### src/rtl/mips_pipe_pkg.sv
// Shared pipeline definitions: opcodes, fetch FSM states, default bubble word.
`default_nettype none

package mips_pipe_pkg;

  localparam logic [5:0]  OP_HLT      = 6'b010001;
  localparam logic [5:0]  OP_LD       = 6'b010100;
  localparam logic [31:0] NOP_DEFAULT = 32'h0000_0000;

  typedef enum logic [0:0] {
    ST_RUN  = 1'b0,
    ST_HALT = 1'b1
  } fsr_state_t;

  // Jump family: op[5]=0 with op[4:2]=111, low two bits select the variant.
  function automatic logic is_jmp(input logic [5:0] op);
    return (op[5] == 1'b0) && (op[4:2] == 3'b111);
  endfunction

endpackage

`default_nettype wire

### src/rtl/fetch_pc_counter.sv
// Program counter register: load has priority over increment, otherwise hold; wraps mod 2^PC_W.
`default_nettype none

module fetch_pc_counter #(
  parameter int unsigned PC_W = 8
) (
  input  logic            clk,
  input  logic            reset,
  input  logic            load,
  input  logic            inc,
  input  logic [PC_W-1:0] load_addr,
  output logic [PC_W-1:0] pc
);

  always_ff @(posedge clk) begin
    if (reset) begin
      pc <= '0;
    end else if (load) begin
      pc <= load_addr;
    end else if (inc) begin
      pc <= pc + 1'b1;
    end
  end

endmodule

`default_nettype wire

### src/rtl/fetch_stall_responder.sv
// Fetch-side stall handshake: PC hold, NOP bubbles, jump redirect, halt freeze.
// Optional saturating stall counter enabled by `FSR_STALL_CNT_EN.
`default_nettype none

module fetch_stall_responder
  import mips_pipe_pkg::*;
#(
  parameter int unsigned      PC_W  = 8,
  parameter int unsigned      INS_W = 32,
  parameter logic [INS_W-1:0] NOP   = {INS_W{1'b0}},
  parameter int unsigned      CNT_W = 16
) (
  input  logic             clk,
  input  logic             reset,
  input  logic             stall,
  input  logic             stall_pm,
  input  logic             jmp_en,
  input  logic [PC_W-1:0]  jmp_addr,
  input  logic [INS_W-1:0] pm_data,
  output logic [PC_W-1:0]  pc_out,
  output logic             pm_rd_en,
  output logic [INS_W-1:0] ins_out,
  output logic             ins_valid,
  output logic             halted
`ifdef FSR_STALL_CNT_EN
  ,
  output logic [CNT_W-1:0] stall_cycles
`endif
);

  fsr_state_t       state, state_nxt;
  logic [INS_W-1:0] ins_nxt;
  logic             valid_nxt;
  logic             pc_load;
  logic             pc_inc;
  logic             hlt_in_decode;

  assign hlt_in_decode = ins_valid && (ins_out[INS_W-1 -: 6] == OP_HLT);

  fetch_pc_counter #(
    .PC_W (PC_W)
  ) u_pc (
    .clk       (clk),
    .reset     (reset),
    .load      (pc_load),
    .inc       (pc_inc),
    .load_addr (jmp_addr),
    .pc        (pc_out)
  );

  always_ff @(posedge clk) begin
    if (reset) begin
      state     <= ST_RUN;
      ins_out   <= NOP;
      ins_valid <= 1'b0;
    end else begin
      state     <= state_nxt;
      ins_out   <= ins_nxt;
      ins_valid <= valid_nxt;
    end
  end

  // Priority: jump > halt detect > memory-gated bubble > replay hold > normal fetch.
  always_comb begin
    state_nxt = state;
    ins_nxt   = ins_out;
    valid_nxt = ins_valid;
    pc_load   = 1'b0;
    pc_inc    = 1'b0;
    if (state == ST_RUN) begin
      if (jmp_en) begin
        pc_load   = 1'b1;
        ins_nxt   = NOP;
        valid_nxt = 1'b0;
      end else if (stall && hlt_in_decode) begin
        state_nxt = ST_HALT;
      end else if (stall_pm) begin
        ins_nxt   = NOP;
        valid_nxt = 1'b0;
      end else if (!stall) begin
        ins_nxt   = pm_data;
        valid_nxt = 1'b1;
        pc_inc    = 1'b1;
      end
    end
  end

  assign pm_rd_en = (state == ST_RUN) && !stall && !stall_pm;
  assign halted   = (state == ST_HALT);

`ifdef FSR_STALL_CNT_EN
  logic [CNT_W-1:0] cnt;

  always_ff @(posedge clk) begin
    if (reset) begin
      cnt <= '0;
    end else if ((state == ST_RUN) && (stall || stall_pm) && (cnt != {CNT_W{1'b1}})) begin
      cnt <= cnt + 1'b1;
    end
  end

  assign stall_cycles = cnt;
`endif

endmodule

`default_nettype wire
### config.mk
export PLATFORM = sky130hd
export DESIGN_NAME = fetch_stall_responder
export DESIGN_NICKNAME = d
export VERILOG_FILES = /design/src/rtl/mips_pipe_pkg.sv /design/src/rtl/fetch_pc_counter.sv /design/src/rtl/fetch_stall_responder.sv
export SDC_FILE = /design/constraint.sdc
export NUM_CORES = 1
export LEC_CHECK = 0
export BUFFER_PORTS_ARGS = -buffer_cell sky130_fd_sc_hd__buf_4
export CAP_MARGIN = 10
export CORE_MARGIN = 1
export CORE_UTILIZATION = 40
export CTS_BUF_LIST = sky130_fd_sc_hd__clkbuf_8 sky130_fd_sc_hd__clkbuf_16
export DETAILED_ROUTE_END_ITERATION = 16
export PLACE_DENSITY = 0.82
export SYNTH_ARGS = -nofsm -noshare
export SYNTH_HDL_FRONTEND = slang
export SYNTH_SLANG_ARGS = --single-unit
### constraint.sdc
create_clock -name clk -period 4.6 [get_ports clk]
set_input_delay 0.46 -clock clk [delete_from_list [all_inputs] [get_ports clk]]
set_output_delay 0.46 -clock clk [all_outputs]
set_load 0.05 [all_outputs]
==> results of run 1 <==
-- kinds of logic (layout without fill, tap and decap cells) --
group	count (synthesis)	count (layout)	share of synthesized area [%]
flip-flops	42	42	50.4
XOR/XNOR	6	6	3.15
multiplexers	1	1	0.600
AO/OA/AOI/OAI	71	71	23.2
AND/OR/NAND/NOR	63	63	18.4
buffers and inverters	16	95	3.60
adder cells (fa/ha/maj)	1	1	0.750
-- worst min path at each step --
| stage | start | end | slack (ns) | cells past startpoint |
|---|---|---|---|---|
| after CTS | pm_data[12] | ins_out[12] | 0.41 | 3 |
| after detailed placement | ins_out[18] | ins_out[18] | 0.47 | 2 |
| after floorplan | pm_data[0] | ins_out[0] | 0.60 | 2 |
| after global placement | ins_out[24] | ins_out[24] | 0.46 | 2 |
| final | pm_data[18] | ins_out[18] | 0.42 | 3 |
| after global routing | pm_data[12] | ins_out[12] | 0.41 | 3 |
-- worst max-delay path, cell delays in order, from the launching register on --
cell and delay, ns:
dfxtp_1 0.35, nor4bb_1 0.29, and4b_1 0.83, o21ai_0 0.25, a21oi_1 0.18
-- where the power goes --
group | switching, uW | internal [uW] | total, uW
combinational | 71.1 | 48.9 | 120
clock | 114 | 102 | 215
sequential | 9.10 | 374 | 383
total | 194 | 524 | 718
-- state kept, by name, indices dropped and copies added, names as in the netlist --
name / flops
u_pc.pc: 8
ins_valid: 1
halted: 1
ins_out: 32
-- cell type report --
class                      instances  area, sq um  area share [%]
multi-input combinational        142          777            32.1
sequential                        42          841            34.7
clock inverter                     2         10.0           0.414
tap                               50         62.6            2.59
timing repair buffer              88          661            27.3
clock buffer                       5         68.8            2.84
-- cells in the final DEF (no fill, tap or decap) --
master	count
xnor2_1	2
and4b_1	1
xor2_1	4
dfxtp_1	42
mux2i_1	1
and2_1	1
nor2_1	15
and3_1	1
a311oi_1	1
nand3_1	2
or4b_4	1
nor3_2	2
nor3b_1	1
nor4_4	1
clkbuf_8	5
a21o_1	1
o21ai_0	30
buf_4	88
a22oi_1	3
or3_1	1
nand2_1	31
ha_1	1
nand2b_1	1
nor4bb_1	1
a211oi_1	7
clkinv_2	2
and4_1	1
a21oi_1	29
nand4_1	1
nor3_1	2
-- synthesized netlist by cell type (all sizes together) --
cell type,n,share of area (%)
a21oi,29,8.7
xor2,4,2.1
nand2,31,7.0
clkbuf,15,3.4
a211oi,7,3.1
xnor2,2,1.0
and4,1,0.52
nand2b,1,0.38
nor2,15,3.4
buf,1,0.22
ha,1,0.75
mux2i,1,0.60
nand4,1,0.38
a21o,1,0.45
or4b,1,0.82
nor4bb,1,0.60
nor3,4,1.8
and4b,1,0.60
a22oi,3,1.3
a311oi,1,0.52
nor4,1,0.75
nor3b,1,0.45
o21ai,30,9.0
and2,1,0.38
nand3,2,0.60
dfxtp,42,50
and3,1,0.38
or3,1,0.38
-- stage by stage --
step                util, %  cell area [sq um]  hold slack [ns]  std cells  setup slack, ns
finish                 60.5               2420            0.416        329             2.63
global route           60.5               2420            0.409        329             2.32
CTS                    60.5               2420            0.411        329             2.57
detailed placement     58.5               2340            0.470        322             2.60
global placement       58.5               2340            0.460        322             2.63
floorplan                 -               1670            0.596        200             2.44
-- layer usage --
metal,up-vias,GRT usage (%),share of wire [%]
met5,-,0,0
met4,0,6.38,1.5
met3,7,5.14,7.3
met2,65,31.8,47
met1,748,22.6,45
li1,852,-,-
==> metrics.yaml, run 1 <==
outcome: "finished clean"
power.total_uw: 718
num_io_pins: 88
antenna_found_initial: 0
setup_violations: 0
drc_errors: 0
critPathKind: "register to register"
area_delta_synth_final_pct: 45.0
cp.required_ns: 4.82
wirelength_um: 4120
drtPass1Iterations: 4
dp_hpwl_um: 2780
fmax_mhz: 508
syn_inst: 200
ctsHoldBuffers: 0
cap_violations: 0
ir_drop_mv: 0.169
power_density_nw_per_um2: 297
clock_skew_ns: 0.00682
grt_pass1_vias: 1402
drtAntennaViolNets: 0
cts_resized: 0
chipWidth_um: 66.6
hold_violations: 0
num_vias: 1672
crit_path_end_kind: "register"
viasPerCell: 5.08
coreArea_sq_um: 4000
final_nets: 325
place_congestion: 0.802
synth_seq_cells: 42
static-leakage-power_uw: 0.00101
tritoncts: "built"
die_area_sq_um: 4430
initial_core_util_pct: 41.7
cts_buffers: 5
synth_nets: 246
timing.final.crit_share_pct: 42.8
setup_tns_ns: 0
wl_per_cell_um: 12.5
syn_area_sq_um: 1670
maxSlewViolCount: 0
grt_first_pass_wirelength_um: 6380
hold_class: "input port to register"
num_rows: 23
fp.dieH_um: 66.6
crit_end: "ins_out[25]"
grt_max_degree: 43
worst_pin_slew_ns: 0.887
r2r_cells: 4
clk_pin_slew_ns: 0.07
crit_fanout: 31
drive_above_1_share_pct: 35.5
clock_path_buffers: 2
cts.sinks: 42
r2r-start: "ins_valid"
worst_ep_arrival_time_ns: 2.18
gr-total-overflow: 0
root_buffer: "clkbuf_8"
synth_cell_types: 29
antenna_cells: 0
startpoint_type: "register"
period_needed_ns: 1.97
clkLatencyLatePin_ns: 0.28
htreeDepth: 2
num-fill-cells: 370
dr.first_iter.drc_count: 123
yosysSeqAreaShare_pct: 50.4
post_cts_buffers: 0
grtUsageTotal_pct: 18.8
slew-limit-headroom_pct: 40.9
yosys_warnings: 0
rsz0062_at_grt: "no"
syn_area_per_cell_sq_um: 8.35
io_buffers: 87
r2r_slack_ns: 2.63
timing.rr.end: "ins_out[25]"
crit_path_start: "ins_valid"
Note: power is estimated with default switching activity, not from simulation.
==> run 2: changes to the inputs <==
--- a/config.mk
+++ b/config.mk
@@ -11,7 +11,7 @@
 export CORE_UTILIZATION = 40
 export CTS_BUF_LIST = sky130_fd_sc_hd__clkbuf_8 sky130_fd_sc_hd__clkbuf_16
 export DETAILED_ROUTE_END_ITERATION = 16
-export PLACE_DENSITY = 0.82
+export PLACE_DENSITY = 0.85
 export SYNTH_ARGS = -nofsm -noshare
 export SYNTH_HDL_FRONTEND = slang
 export SYNTH_SLANG_ARGS = --single-unit
==> constraint.sdc (replaced) <==
create_clock -name clk -period 1.65 [get_ports clk]
set_input_delay 0.165 -clock clk [delete_from_list [all_inputs] [get_ports clk]]
set_output_delay 0.165 -clock clk [all_outputs]
set_load 0.05 [all_outputs]
==> metrics.yaml, run 2 (synthesis gave the netlist of run 1 again) <==
outcome: "finished, violations left"
failed_checks: "setup timing"
ir_drop_mv: 0.547
tritoncts: "built"
startpoint_type: "register"
timing.final.crit_share_pct: 101
p_int_uw: 1790
timing.rr.end: "u_pc.pc[4]"
power.total_uw: 2380
dr.first_iter.drc_count: 137
power_density_nw_per_um2: 931
final_common_cell: "buf_4"
clk_pin_slew_ns: 0.09
drtAntennaViolNets: 0
area_delta_synth_final_pct: 53.1
hold_ws_ns: 0.108
place_ws_ns: 0.00695
num_rows: 23
top_register: "ins_out"
comb_power_share_pct: 14.6
crit_path_end_kind: "register"
coreArea_sq_um: 4000
worst_pin_slew_ns: 0.597
drc_errors: 0
chipWidth_um: 66.6
antenna_found_initial: 0
worst_path_max_delay_cell: "or4b_4"
clock_path_buffers: 2
min-delay-start: "pm_data[30]"
cts_buffers: 5
setup_violations: 1
grt_max_degree: 43
largestRegisters: "ins_out: 32 flops, u_pc.pc: 8 flops"
min_to: "ins_out[30]"
critPathKind: "register to register"
io_buffers: 87
netSwitchingPower_uw: 589
wl_per_cell_um: 13.1
drtPass1Iterations: 4
cap_violations: 0
htreeDepth: 2
gr-total-overflow: 0
maxSlewViolCount: 0
slew-limit-headroom_pct: 60.2
num_io_pins: 88
clock_skew_ns: 0.0101
worst_ep_arrival_time_ns: 1.86
hold_class: "input port to register"
p_sw_share_pct: 24.7
die_area_sq_um: 4430
clockPowerShare_pct: 40.6
fmax_mhz: 600
r2r_slack_ns: -0.02
dp_hpwl_um: 2900
crit_buf_inv: 0
antenna_cells: 0
period_needed_ns: 1.67
power_frac_seq_pct: 44.8
path_cells: "ha_4, or4b_4, or3_1, a311oi_2"
fp.dieH_um: 66.6
grt_first_pass_wirelength_um: 6780
clkLatencyLatePin_ns: 0.29
r2r-start: "u_pc.pc[1]"
hold_violations: 0
static-leakage-power_uw: 0.00106
final_nets: 327
crit_fanout: 4
hold_depth: 3
grt_pass1_vias: 1550
mostFrequentLayoutCells: "buf_4 (88), dfxtp_1 (37), nand2_1 (31)"
cp_top_family: "simple AND/OR/NAND/NOR gates"
num_vias: 1696
initial_core_util_pct: 41.7
root_buffer: "clkbuf_8"
r2r_cells: 4
cp.required_ns: 1.84
place_congestion: 0.760
fin_ws_ns: -0.0156
wirelength_um: 4360
largest_reg_flops: 32
cts.sinks: 42
drive_above_1_share_pct: 39.0
rsz0062_at_grt: "yes"
viasPerCell: 5.11
ctsHoldBuffers: 0
grtUsageTotal_pct: 20.2
critPathMaxStageDelay_ns: 0.48
run 2: power groups by stage:
stage	sequential [uW]	combinational, uW	clock (uW)
2_1_floorplan	1190	90.5	0
3_3_place_gp	1090	341	0
3_5_place_dp	1090	346	0
4_1_cts	1070	350	985
5_1_grt	1070	370	1030
6_report	1070	347	966
run 2: final cells by class:
class | count | area [sq um]
multi-input combinational | 142 | 803
timing repair buffer | 90 | 701
sequential | 42 | 852
clock inverter | 3 | 68.8
clock buffer | 5 | 68.8
fill | 355 | 1440
tap | 50 | 62.6
run 2: timing repair:
item	4_1_cts	5_1_grt
endpoints found under the setup margin	1	31
buffers inserted	0	0
gates resized for setup	1	1
run 2: worst max-delay path by stage:
stage / slack [ns] / startpoint / endpoint / cells after the start
final: -0.02 / u_pc.pc[1] / u_pc.pc[4] / 4
after global placement: 0.08 / u_pc.pc[1] / u_pc.pc[4] / 4
after CTS: -0.02 / u_pc.pc[1] / u_pc.pc[4] / 4
after global routing: -0.06 / u_pc.pc[1] / u_pc.pc[4] / 4
after floorplan: -0.02 / u_pc.pc[1] / u_pc.pc[4] / 4
after detailed placement: 0.007 / u_pc.pc[1] / u_pc.pc[4] / 4
run 2: layer usage:
| metal | global-route usage (%) | part of all wire, % |
|---|---|---|
| met4 | 7.98 | 1.4 |
| met3 | 7.19 | 7.4 |
| met2 | 35.2 | 48 |
| met1 | 21.9 | 43 |
| met5 | 0 | 0 |
run 2: metrics by stage:
step | cell area (sq um) | TNS, ns | cells | util, %
final | 2560 | -0.0156 | 332 | 63.9
after global routing | 2560 | -0.0556 | 332 | 63.9
after CTS | 2550 | -0.0187 | 332 | 63.9
after detailed placement | 2410 | 0 | 324 | 60.3
after global placement | 2410 | 0 | 324 | 60.3
after floorplan | 1700 | -0.0281 | 200 | -
run 2: tightest hold or removal path, stage by stage:
cell	delay, ns
buf_4	0.11
nand2_1	0.04
a21oi_1	0.05
==> run 3: changes to the inputs <==
--- a/config.mk
+++ b/config.mk
@@ -12,6 +12,7 @@
 export CTS_BUF_LIST = sky130_fd_sc_hd__clkbuf_8 sky130_fd_sc_hd__clkbuf_16
 export DETAILED_ROUTE_END_ITERATION = 16
 export PLACE_DENSITY = 0.85
+export RECOVER_POWER = 50
 export SYNTH_ARGS = -nofsm -noshare
 export SYNTH_HDL_FRONTEND = slang
 export SYNTH_SLANG_ARGS = --single-unit
==> metrics.yaml, run 3 (synthesis gave the netlist of run 1 again) <==
static-leakage-power_uw: 0.000893
timing.rr.end: "u_pc.pc[4]"
clock_path_buffers: 2
dp_hpwl_um: 2900
drive_above_1_share_pct: 25.2
num_io_pins: 88
num_vias: 1697
critPathKind: "register to register"
largestRegisters: "ins_out: 32 flops, u_pc.pc: 8 flops"
antenna_cells: 0
io_buffers: 87
fin_ws_ns: -0.0171
wirelength_um: 4410
place_ws_ns: 0.00695
timing.final.crit_share_pct: 101
power_density_nw_per_um2: 981
r2r-start: "u_pc.pc[1]"
rsz0062_at_grt: "yes"
coreArea_sq_um: 4000
clkLatencyLatePin_ns: 0.29
crit_path_end_kind: "register"
place_congestion: 0.760
setup_violations: 1
fmax_mhz: 600
hold_ws_ns: 0.103
hold_violations: 0
post_cts_buffers: 0
cts.sinks: 42
mostFrequentLayoutCells: "buf_4 (49), clkbuf_1 (39), dfxtp_1 (37)"
outcome: "finished, violations left"
clock_skew_ns: 0.0115
fp.dieH_um: 66.6
root_buffer: "clkbuf_8"
final_nets: 327
wl_per_cell_um: 13.3
final_area_sq_um: 2410
die_area_sq_um: 4430
gr-total-overflow: 0
cap_violations: 0
slew-limit-headroom_pct: 58.5
htreeDepth: 2
failed_checks: "setup timing"
area_delta_synth_final_pct: 44.4
clk_pin_slew_ns: 0.09
ir_drop_mv: 0.547
drtAntennaViolNets: 0
r2r_slack_ns: -0.02
min-delay-start: "pm_data[30]"
grt_pass1_vias: 1550
startpoint_type: "register"
tritoncts: "built"
num_rows: 23
cp.required_ns: 1.85
dr.first_iter.drc_count: 139
grtUsageTotal_pct: 20.2
chipWidth_um: 66.6
largest_reg_flops: 32
grt_first_pass_wirelength_um: 6780
viasPerCell: 5.11
initial_core_util_pct: 41.7
period_needed_ns: 1.67
min_to: "ins_out[30]"
antenna_found_initial: 0
placed_area_sq_um: 2410
hold_class: "input port to register"
drc_errors: 0
maxSlewViolCount: 0
worst_pin_slew_ns: 0.625
cts_buffers: 5
top_register: "ins_out"
hold_depth: 3
r2r_cells: 4
worst_ep_arrival_time_ns: 1.86
crit_fanout: 4
final_core_util_pct: 60.2
grt_max_degree: 43
final_common_cell: "buf_4"
drtPass1Iterations: 4
run 3: stage by stage:
stage	instances	total power, uW	setup TNS [ns]
detailed placement	324	1440	0
finish	332	2360	-0.0171
global route	332	2450	-0.0556
floorplan	200	1280	-0.0281
CTS	332	2400	-0.0187
global placement	324	1430	0
run 3: final cells by class:
class,count,area (sq um)
clock buffer,5,68.8
fill,399,1590
timing repair buffer,90,554
multi-input combinational,142,803
tap,50,62.6
sequential,42,852
clock inverter,3,68.8
run 3: power breakdown:
group	switching [uW]	internal [uW]	leakage (uW)
Clock	364	606	0.0000683
Sequential	25.2	1040	0.000344
Combinational	204	122	0.000480
run 3: metal layers:
layer	track usage (%)	vias to the layer above	share of wire [%]
li1	-	858	-
met2	35.2	59	49
met1	21.9	776	43
met4	7.98	0	0.64
met3	7.19	4	7.2
met5	0	-	0
run 3: worst max-delay path by stage:
stage,start,endpoint,slack [ns]
2_1_floorplan,u_pc.pc[1],u_pc.pc[4],-0.02
3_3_place_gp,u_pc.pc[1],u_pc.pc[4],0.08
3_5_place_dp,u_pc.pc[1],u_pc.pc[4],0.007
4_1_cts,u_pc.pc[1],u_pc.pc[4],-0.02
5_1_grt,u_pc.pc[1],u_pc.pc[4],-0.06
6_report,u_pc.pc[1],u_pc.pc[4],-0.02
run 3: repair_timing:
item / in CTS / in global routing
hold buffers: 0 / 0
resized for setup: 1 / 1
setup endpoints to repair: 1 / 31
run 3: critical path: stages (launching register included):
cell	delay, ns
dfxtp_4	0.38
ha_4	0.12
or4b_4	0.48
or3_1	0.34
a311oi_2	0.26
